### src/rtl/bubble_sort_pkg.sv
// Shared state encoding, widths and the Moore output decode for the
// exchange-sort control FSM (bubble_sort_controller).
package bubble_sort_pkg;

   localparam int IDX_W = 5;   // memory index width (32 entries)
   localparam int CNT_W = 6;   // counter width, bit[IDX_W] is the carry-out

   localparam int RD_LAT_COMB = 0;
   localparam int RD_LAT_REG  = 1;

   typedef enum logic [3:0] {
      IDLE, INIT, OUTER, LD_J, INC_J, CHK_J,
      RD_I_WAIT, RD_I, RD_J_WAIT, RD_J,
      CMP, WR_I, WR_J, NEXT_I, DONE
   } state_t;

   typedef struct packed {
      logic s0;
      logic s1;
      logic reg1_ld;
      logic reg2_ld;
      logic c1_inc;
      logic c1_clr;
      logic c1_ld;
      logic c2_inc;
      logic c2_clr;
      logic c2_ld;
      logic rd;
      logic wr;
      logic busy;
      logic done;
   } ctrl_t;

   // The *_WAIT states only exist on the registered-read path; they hold the
   // address and read strobe while Read_DATA settles, without loading.
   function automatic ctrl_t decode(input state_t s);
      ctrl_t c;
      c      = '0;
      c.busy = (s != IDLE);
      case (s)
         INIT:      c.c1_clr = 1'b1;
         LD_J:      c.c2_ld  = 1'b1;
         INC_J:     c.c2_inc = 1'b1;
         RD_I_WAIT: c.rd     = 1'b1;
         RD_I:      begin c.rd = 1'b1; c.reg1_ld = 1'b1; end
         RD_J_WAIT: begin c.s0 = 1'b1; c.rd = 1'b1; end
         RD_J:      begin c.s0 = 1'b1; c.rd = 1'b1; c.reg2_ld = 1'b1; end
         WR_I:      begin c.s1 = 1'b1; c.wr = 1'b1; end
         WR_J:      begin c.s0 = 1'b1; c.wr = 1'b1; end
         NEXT_I:    c.c1_inc = 1'b1;
         DONE:      c.done   = 1'b1;
         default:   ;
      endcase
      return c;
   endfunction

endpackage

### src/rtl/bubble_sort_controller.sv
// Control FSM sequencing the exchange-sort datapath over a 32x8 memory.
// Optional macro SORT_DESC_EN selects descending order (swap on gt).
module bubble_sort_controller
   import bubble_sort_pkg::*;
#(
   parameter int RD_LATENCY = 0
) (
   input  logic clk,
   input  logic rst,
   input  logic start,
   input  logic CO1,
   input  logic CO2,
   input  logic lt,
   input  logic gt,
   output logic S0,
   output logic S1,
   output logic Reg1_ld,
   output logic Reg2_ld,
   output logic C1_inc,
   output logic C1_clr,
   output logic C1_ld,
   output logic C2_inc,
   output logic C2_clr,
   output logic C2_ld,
   output logic rd,
   output logic wr,
   output logic busy,
   output logic done
);

   if (RD_LATENCY != RD_LAT_COMB && RD_LATENCY != RD_LAT_REG) begin : g_bad_latency
      $error("bubble_sort_controller: RD_LATENCY must be 0 or 1");
   end

   state_t state;
   state_t state_nxt;
   ctrl_t  ctrl_q;
   logic   swap;

`ifdef SORT_DESC_EN
   logic unused_lt;
   assign unused_lt = lt;
   assign swap      = gt;
`else
   logic unused_gt;
   assign unused_gt = gt;
   assign swap      = lt;   // strict compare: equal keys never move
`endif

   function automatic state_t next_state(input state_t s, input logic go,
                                         input logic co1_i, input logic co2_i,
                                         input logic swap_i);
      state_t n;
      n = s;
      case (s)
         IDLE:      if (go) n = INIT;
         INIT:      n = OUTER;
         OUTER:     n = co1_i ? DONE : LD_J;
         LD_J:      n = INC_J;
         INC_J:     n = CHK_J;
         CHK_J:     n = co2_i ? NEXT_I : ((RD_LATENCY == RD_LAT_REG) ? RD_I_WAIT : RD_I);
         RD_I_WAIT: n = RD_I;
         RD_I:      n = (RD_LATENCY == RD_LAT_REG) ? RD_J_WAIT : RD_J;
         RD_J_WAIT: n = RD_J;
         RD_J:      n = CMP;
         CMP:       n = swap_i ? WR_I : INC_J;
         WR_I:      n = WR_J;
         WR_J:      n = INC_J;
         NEXT_I:    n = OUTER;
         DONE:      n = IDLE;
         default:   n = IDLE;
      endcase
      return n;
   endfunction

   assign state_nxt = next_state(state, start, CO1, CO2, swap);

   // NOTE: outputs are decoded from the next state and registered alongside
   // it, so they are glitch-free yet still a pure function of the current state.
   always_ff @(posedge clk) begin
      if (rst) begin
         state  <= IDLE;
         ctrl_q <= '0;
      end else begin
         state  <= state_nxt;
         ctrl_q <= decode(state_nxt);
      end
   end

   assign S0      = ctrl_q.s0;
   assign S1      = ctrl_q.s1;
   assign Reg1_ld = ctrl_q.reg1_ld;
   assign Reg2_ld = ctrl_q.reg2_ld;
   assign C1_inc  = ctrl_q.c1_inc;
   assign C1_clr  = ctrl_q.c1_clr;
   assign C1_ld   = ctrl_q.c1_ld;
   assign C2_inc  = ctrl_q.c2_inc;
   assign C2_clr  = ctrl_q.c2_clr;
   assign C2_ld   = ctrl_q.c2_ld;
   assign rd      = ctrl_q.rd;
   assign wr      = ctrl_q.wr;
   assign busy    = ctrl_q.busy;
   assign done    = ctrl_q.done;

endmodule
### config.mk
export PLATFORM = sky130hd
export DESIGN_NAME = bubble_sort_controller
export DESIGN_NICKNAME = d
export VERILOG_FILES = /design/src/rtl/bubble_sort_pkg.sv /design/src/rtl/bubble_sort_controller.sv
export SDC_FILE = /design/constraint.sdc
export NUM_CORES = 1
export LEC_CHECK = 0
export BUFFER_PORTS_ARGS = -buffer_cell sky130_fd_sc_hd__buf_2
export CORE_MARGIN = 3
export CORE_UTILIZATION = 45
export DETAILED_ROUTE_END_ITERATION = 8
export HOLD_SLACK_MARGIN = 0.03
export PLACE_DENSITY = 0.71
export SYNTH_ARGS = -nofsm -noshare
export SYNTH_HDL_FRONTEND = slang
export SYNTH_SLANG_ARGS = --single-unit
### constraint.sdc
create_clock -name clk -period 2.3 [get_ports clk]
set_input_delay 0.575 -clock clk [delete_from_list [all_inputs] [get_ports clk]]
set_output_delay 0.575 -clock clk [all_outputs]
set_load 0.1 [all_outputs]
* Word-level counts from Yosys, hierarchy flattened
Cells that the tools add are included.
** Word-level totals
- Flip-flop bits (word level) :: 18
- Output and inout port bits :: 14
- Input port bits :: 7
- Word-level logic and storage cells :: 63
** Operators by class
- Multiplexer cells :: 16
- Reduce and logical (&&, ||, !) cells :: 8
- Equal/unequal tests :: 24
** Operators with widths (count)
- 4-bit == test (second input constant) :: 12
- 4-bit one-hot mux with 11 select lines :: 1
- 4-bit by 3-bit == test with 1-bit output (second input constant) :: 7
- 4-bit 2-to-1 mux :: 4
- 4-bit by 2-bit == test with 1-bit output (second input constant) :: 3
- 1-bit 2-to-1 mux :: 11
- 4-bit by 1-bit == test with 1-bit output (second input constant) :: 2
- 2-bit OR reduction :: 4
- 4-bit zero test :: 1
- 4-bit nonzero test :: 1
- 4-bit OR reduction :: 1
- 3-bit OR reduction :: 1

* Longest topological paths before layout
Gate-level depths: netlist (run 1).
- Word-level depth :: 6
- Mapped depth :: 6

* Least setup slack after synthesis (run 1)
Ideal clock, no wire load.
- Kind :: input-to-reg
- Start point :: input port CO1
- End point :: register ctrl_q, in the netlist C1_inc
- Buffers on the path :: 0
- Slack :: 0.733 ns
- Data required time :: 2.227 ns
- Arrival :: 1.495 ns
- Cell stages on the path :: 5
- Setup time :: 0.073 ns
- Cell sequence :: nor2b_1 -> o311ai_1 -> o21a_1 -> or3_4 -> nor3b_2
** Between the ends
- Word-level cells in the longest chain between the ends :: 4
** Ends and longest elaborated chain
- start: declaration :: line bubble_sort_controller.sv:11 : input logic CO1,
- 4-bit 2-to-1 mux :: line bubble_sort_controller.sv:58 : OUTER: n = co1_i ? DONE : LD_J;
- 4-bit one-hot mux with 11 select lines :: line bubble_sort_controller.sv:55 : case (s)
- 4-bit == test :: line bubble_sort_pkg.sv:40 : case (s)
- 1-bit 2-to-1 mux :: line bubble_sort_pkg.sv:40
- end signal: assignment :: line bubble_sort_controller.sv:86 : ctrl_q <= decode(state_nxt);
- end: declaration :: line bubble_sort_controller.sv:37 : ctrl_t ctrl_q;
No other way between the ends.
A chain may end at the register's enable or synchronous reset.

* Worst setup path in the final report (run 1)
- Start point :: register state[3]
- End point :: register ctrl_q, in the netlist Reg1_ld
** Between the ends
- Word-level cells in the longest chain between the ends :: 5
- Elaborated cells between the ends (all ways) :: 21
** Ends and longest elaborated chain
- start: declaration :: line bubble_sort_controller.sv:35 : state_t state;
- start signal: assignment :: line bubble_sort_controller.sv:85 : state <= state_nxt;
- 4-bit == test (tied with other cells) :: line bubble_sort_controller.sv:55
- 2-bit OR reduction (no line)
- 4-bit one-hot mux with 11 select lines (*) :: line bubble_sort_controller.sv:55
- 4-bit by 3-bit == test with 1-bit output (*) :: line bubble_sort_pkg.sv:40
- 1-bit 2-to-1 mux (*) :: line bubble_sort_pkg.sv:40
Every way passes the cells marked *; elsewhere a longest branch is shown, timed or not.

==> results of run 1 <==
state kept, by name (all words and copies together), names as in the netlist:
name,flops
state,4
C1_clr,1
C1_inc,1
C2_inc,1
C2_ld,1
Reg1_ld,1
Reg2_ld,1
S0,1
S1,1
busy,1
done,1
rd,1
wr,1
synth_stat cells, types with 2 or more instances:
library cell,n,share of area [%]
dfxtp_1,16,46
nor2_1,6,3.2
nor2b_1,5,4.5
a21oi_1,4,2.9
nand2b_1,4,3.6
buf_6,3,4.9
inv_1,3,1.6
buf_4,2,2.2
nand3_1,2,1.4
nand3b_1,2,2.2
nor3_1,2,1.4
nor4_1,2,1.8
o21a_1,2,2.2
o22ai_1,2,1.8
kinds of logic (layout without fill, tap and decap cells):
family | after synthesis | in the layout
DFF | 16 | 16
buffers and inverters | 9 | 23
adders and majority gates | 1 | 1
AOI/OAI and AO/OA | 17 | 17
and+or+nand+nor | 29 | 29
other | 1 | 2
power by group:
part / switching (mW) / internal [mW]
Clock: 0.0759 / 0.0607
Combinational: 0.209 / 0.0640
Sequential: 0.0235 / 0.302
Total: 0.308 / 0.426
per-layer routing:
metal	GRT usage [%]	share of wire, %	vias up
met2	19.8	47	12
met5	0	0	-
met4	8.77	1.3	0
met3	5.98	6.3	2
li1	-	-	279
met1	16.4	45	240
critical path: cells and delay by family (launching register included):
| family | cells | cell delay (ps) |
|---|---|---|
| AND/OR/NAND/NOR | 3 | 490 |
| flip-flops | 1 | 510 |
| AO/OA/AOI/OAI | 2 | 570 |
through the flow:
step                worst slack (ps)  utilization [%]  power, mW
global route                     477             55.9      0.773
global placement                 518             54.3      0.600
finish                           629             55.9      0.735
detailed placement               499             54.3      0.604
floorplan                        733                -      0.579
CTS                              621             55.9      0.739
path summary, 6_finish.rpt:
kind              cells past startpoint                  to
setup / recovery                      5  Reg1_ld$_SDFF_PP0_
hold / removal                        2     busy$_SDFF_PP0_
setup reg to reg                      5  Reg1_ld$_SDFF_PP0_
hold reg to reg                       3       rd$_SDFF_PP0_
final cells by class:
| class | instances | share of cell area [%] |
|---|---|---|
| inverters | 3 | 1.46 |
| multi-input cells | 49 | 40.8 |
| well taps | 15 | 2.43 |
| repair buffers | 17 | 11.0 |
| flip-flops and latches | 16 | 41.4 |
| clock buffers | 3 | 2.91 |
==> reports/qor.yml, run 1 <==
setup_path:
  cp-start-kind: "register"
  cp_slowest_cell: "dfxtp_1"
  cp-end-kind: "register"
  critical_path_class: "register to register"
  critical_path_arrival_ps: 1850
  reg2reg_slack_ps: 630
  critPathMaxStageDelay_ps: 510
  cp-startpoint: "state[3]$_SDFF_PP0_"
  path_cells: "nor2b_2 -> a21bo_1 -> o22ai_1 -> nand2b_1 -> nor4_1"
  path_max_fanout: 10
  required_ps: 2480
  reg2reg_from: "state[3]$_SDFF_PP0_"
min_path:
  hold_start: "rst"
  hold_path_class: "input port to register"
cells_and_area:
  drive_gt1_share_pct: 29.5
  antenna_cells: 0
  multi_input_area_sq_um: 315
  finalNonFillerCells: 103
  area_delta_synth_final_pct: 11.2
  final_cell_mix: "17 x buf_2, 16 x dfxtp_1, 6 x nor2_1, 5 x nor2b_1"
  seqCellArea_sq_um: 320
  stdcell_area_sq_um: 773
  layout_commonest_cell: "buf_2"
  fin_nets: 97
  fillers: 131
sta:
  skew_ps: 3.33
  slew_viol_final: 0
  fmaxAchievable_mhz: 599
  hold_viol: 0
  setup_viol: 0
  fin_hold_ws_ps: 573
  layout_min_cycle_time_ps: 1670
  rsz0062_at_grt: "false"
  tns_ps: 0
  finalCritPeriodShare_pct: 72.6
detailed_routing:
  via_per_inst: 5.17
  ant_nets: 0
  drt_iter0_drc: 8
  route.vias.total: 533
  wire_per_inst_microns: 11.5
  drcViolationCount: 0
  routed_wirelength_microns: 1180
  drt_first_pass_iters: 2
clock_network:
  clk_latency_ps: 280
  cts_setup_buffers: 0
  path_clk_slew_ps: 80
  cts_inserted_buffers: 3
  root_buffer: "clkbuf_4"
  cts_buffer_depth: 2
  cts_hold_buf: 0
  h-tree-depth: 1
  cts_resized: 0
  clkSinkCount: 16
  tritoncts: "yes"
global_routing:
  grt-ovfl-total: 0
  grt_pass1_wl_microns: 1970
  grt_pass1_vias: 469
  grt_max_degree: 12
  grt_use_total_pct: 13.7
  antenna_found_initial: 0
power:
  powerDensity_nw_per_um2: 950
  ir_drop_mv: 0.470
  p_leak_nw: 0.334
yosys:
  ys_seq_elements: 16
  synthSimpleGateAreaFrac_pct: 25.7
  synth_compound_area_share_pct: 16.9
  synth_cell_type_count: 32
  ys.flop_type: "dfxtp_1"
  synth_xor_area_share_pct: 0
  synth_warnings: 0
  synth_edf_count: 0
  synth_top_family_by_area: "simple AND/OR/NAND/NOR gates"
  synthMuxAreaShare_pct: 0
  synthArstFlopShare_pct: 0
  synth_area_sq_um: 696
  synth_cells: 73
  postSynthAreaPerCell_sq_um: 9.53
  ys_seq_area_share_pct: 46.0
  synth_fa_ha_area_share_pct: 1.62
status:
  outcome: "completed"
place:
  dp_hpwl_microns: 885
  port_buffers: 17
  dp_cells: 100
  gp_congestion: 0.743
  placedInstanceArea_sq_um: 751
floorplanning:
  die_area_sq_um: 2050
  die_x_microns: 45.3
  num_rows: 13
  die_y_microns: 45.3
  core_sq_um: 1380
  start_util_pct: 50.3
  num_io_pins: 21
run:
  maxCapViolCount: 0
(Power assumes the default switching activity.)
==> run 2, diff against run 1 <==
--- a/config.mk
+++ b/config.mk
@@ -5,6 +5,7 @@
 export SDC_FILE = /design/constraint.sdc
 export NUM_CORES = 1
 export LEC_CHECK = 0
+export ABC_AREA = 1
 export BUFFER_PORTS_ARGS = -buffer_cell sky130_fd_sc_hd__buf_2
 export CORE_MARGIN = 3
 export CORE_UTILIZATION = 45
==> constraint.sdc (replaced) <==
create_clock -name clk -period 1.7 [get_ports clk]
set_input_delay 0.425 -clock clk [delete_from_list [all_inputs] [get_ports clk]]
set_output_delay 0.425 -clock clk [all_outputs]
set_load 0.1 [all_outputs]
==> run 2 against run 1 <==
Clock skew shrank 1.5 ps. Total power grew 120%. Critical path depth shrank 4. Worst setup slack lost 380 ps. Via count grew 11%. Critical endpoint is now wr. Largest power group is now combinational cells.
==> reports/qor.yml, run 2 <==
status:
  outcome: "completed"  # unchanged
clock_network:
  cts_resized: 0  # unchanged
  cts_hold_buf: 0  # unchanged
  h-tree-depth: 1  # unchanged
  cts_setup_buffers: 0  # unchanged
  clk_latency_ps: 270  # was 280 ps
  clkSinkCount: 16  # unchanged
  tritoncts: "yes"  # unchanged
  cts_buffer_depth: 2  # unchanged
  cts_inserted_buffers: 3  # unchanged
  root_buffer: "clkbuf_4"  # unchanged
  path_clk_slew_ps: 80  # about the same
sta:
  layout_min_cycle_time_ps: 1450
  rsz0062_at_grt: "false"  # unchanged
  skew_ps: 1.87  # was 3.33 ps
  fmaxAchievable_mhz: 690
  setup_viol: 0  # unchanged
  tns_ps: 0  # unchanged
  hold_viol: 0  # unchanged
  slew_viol_final: 0  # unchanged
  finalCritPeriodShare_pct: 85.3
setup_path:
  path_cells: "buf_2"  # was nor2b_2 -> a21bo_1 -> o22ai_1 -> nand2b_1 -> nor4_1
  critical_path_class: "register to output port"  # was register to register
  cp-start-kind: "register"  # unchanged
  cp_slowest_cell: "buf_2"  # was dfxtp_1
  cp-end-kind: "output port"  # was register
  path_buf_inv: 1  # was 0
  critical_path_arrival_ps: 1020  # was 1850 ps
  critPathTopFamily: "buffers and inverters"  # was compound AO/OA/AOI/OAI gates
  required_ps: 1270  # was 2480 ps
  critPathMaxStageDelay_ps: 420  # was 510 ps
  path_max_fanout: 1  # was 10
yosys:
  synth_top_area_cell: "dfxtp_1"  # unchanged
  synth_cells: 98  # was 73
  synth_cell_type_count: 17  # was 32
  ys.flop_type: "dfxtp_1"  # unchanged
  synthArstFlopShare_pct: 0  # unchanged
  synth.most_common_cell: "nand2_1"  # was dfxtp_1
  synth_area_sq_um: 688  # was 696 sq um
  postSynthAreaPerCell_sq_um: 7.02  # was 9.53 sq um
  ys_seq_elements: 16  # unchanged
  synth_edf_count: 0  # unchanged
  synth_warnings: 0  # unchanged
  synth_commonest_cells: "22 x nand2_1, 19 x nor2_1, 16 x dfxtp_1"  # was 16 x dfxtp_1, 6 x nor2_1, 5 x nor2b_1
  ys_seq_area_share_pct: 46.5  # was 46.0%
  synth_area_leaders: "dfxtp_1 47%, nand2_1 12%, nor2_1 10%"  # was dfxtp_1 46%, buf_6 4.9%, nor2b_1 4.5%
  synth_top_area_share_pct: 46.5  # was 46.0%
global_routing:
  gr-max-usage-layer: "met2"  # unchanged
  grt-ovfl-total: 0  # unchanged
  grt_max_degree: 14  # was 12
  grt_util_met3_pct: 7.97  # was 5.98%
  use_met1_pct: 16.7  # was 16.4%
  met2_usage_pct: 20.6  # was 19.8%
  grt_pass1_wl_microns: 1980  # was 1970 microns
  grt_use_total_pct: 13.6  # was 13.7%
  grt_pass1_vias: 516  # was 469
  antenna_found_initial: 0  # unchanged
floorplanning:
  die_y_microns: 45.1  # was 45.3 microns
  num_io_pins: 21  # unchanged
  die_x_microns: 45.1  # was 45.3 microns
  start_util_pct: 50.4  # was 50.3%
  num_rows: 13  # unchanged
  core_sq_um: 1370  # was 1380 sq um
  die_area_sq_um: 2030  # was 2050 sq um
detailed_routing:
  routed_wirelength_microns: 1220  # was 1180 microns
  drt_iter0_drc: 5  # was 8
  route.vias.total: 592  # was 533
  ant_nets: 0  # unchanged
  drcViolationCount: 0  # unchanged
  via_per_inst: 4.52  # was 5.17
  drt_first_pass_iters: 4  # was 2
  wire_per_inst_microns: 9.31  # was 11.5 microns
power:
  p_leak_nw: 0.463  # was 0.334 nW
  power.total_mw: 1.59  # was 0.735 mW
  ir_drop_mv: 0.991  # was 0.470 mV
  powerDensity_nw_per_um2: 1990  # was 950 nW/um^2
cells_and_area:
  largest_reg_flops: 4  # unchanged
  top_register: "state"  # unchanged
  final_cell_mix: "22 x nand2_1, 19 x nor2_1, 17 x buf_2, 16 x dfxtp_1, 12 x inv_1"  # was 17 x buf_2, 16 x dfxtp_1, 6 x nor2_1, 5 x nor2b_1
  layout_commonest_cell: "nand2_1"  # was buf_2
  drive_gt1_share_pct: 28.4  # was 29.5%
  fillers: 134  # was 131
  fin_nets: 125  # was 97
  area_delta_synth_final_pct: 16.2  # was 11.2%
  antenna_cells: 0  # unchanged
place:
  port_buffers: 17  # unchanged
  dp_hpwl_microns: 995  # was 885 microns
  gp_congestion: 0.829  # was 0.743
min_path:
  hold_path_class: "input port to register"  # unchanged
run:
  maxCapViolCount: 0  # unchanged
[run 2: final cells by class]
type	instances	area [sq um]	share of cell area (%)
multi-input combinational	64	293	36.6
sequential	16	320	40.1
tap	15	18.8	2.35
clock buffer	3	22.5	2.82
inverter	16	60.1	7.51
timing repair buffer	17	85.1	10.6
[run 2: power breakdown]
group	switching, mW	internal [mW]
Clock	0.101	0.0821
Combinational	0.685	0.201
Sequential	0.0620	0.461
Total	0.848	0.744
[run 2: final timing paths]
kind                        from               end  slack [ps]  depth (start not counted)
min                           lt     S1$_SDFF_PP0_         440                          3
min reg2reg  state[2]$_SDFF_PP0_  C2_ld$_SDFF_PP0_         630                          3
max reg2reg  state[0]$_SDFF_PP0_   busy$_SDFF_PP0_         320                          7
max                wr$_SDFF_PP0_                wr         250                          1
[run 2: through the flow]
| stage | hold slack, ps | worst slack (ps) | area [sq um] | std cells | utilization (%) |
|---|---|---|---|---|---|
| floorplan | 494 | 366 | 692 | 99 | - |
| global placement | 603 | 362 | 777 | 128 | 56.9 |
| detailed placement | 604 | 333 | 777 | 128 | 56.9 |
| CTS | 435 | 237 | 800 | 131 | 58.5 |
| global route | 456 | 181 | 800 | 131 | 58.5 |
| finish | 442 | 251 | 800 | 131 | 58.5 |
[run 2: kinds of logic (layout without fill, tap and decap cells)]
family	count (synthesis)	after routing	share of synthesized area, %
flops	16	16	46.5
compound gates	5	5	3.82
simple gates	57	57	37.6
other cells	1	2	0.545
buf+inv	19	36	11.5
[run 2: per-layer routing]
layer	wire length, microns	up-vias
li1	-	327
met4	4	0
met5	0	-
met1	559	245
met3	100	2
met2	555	18
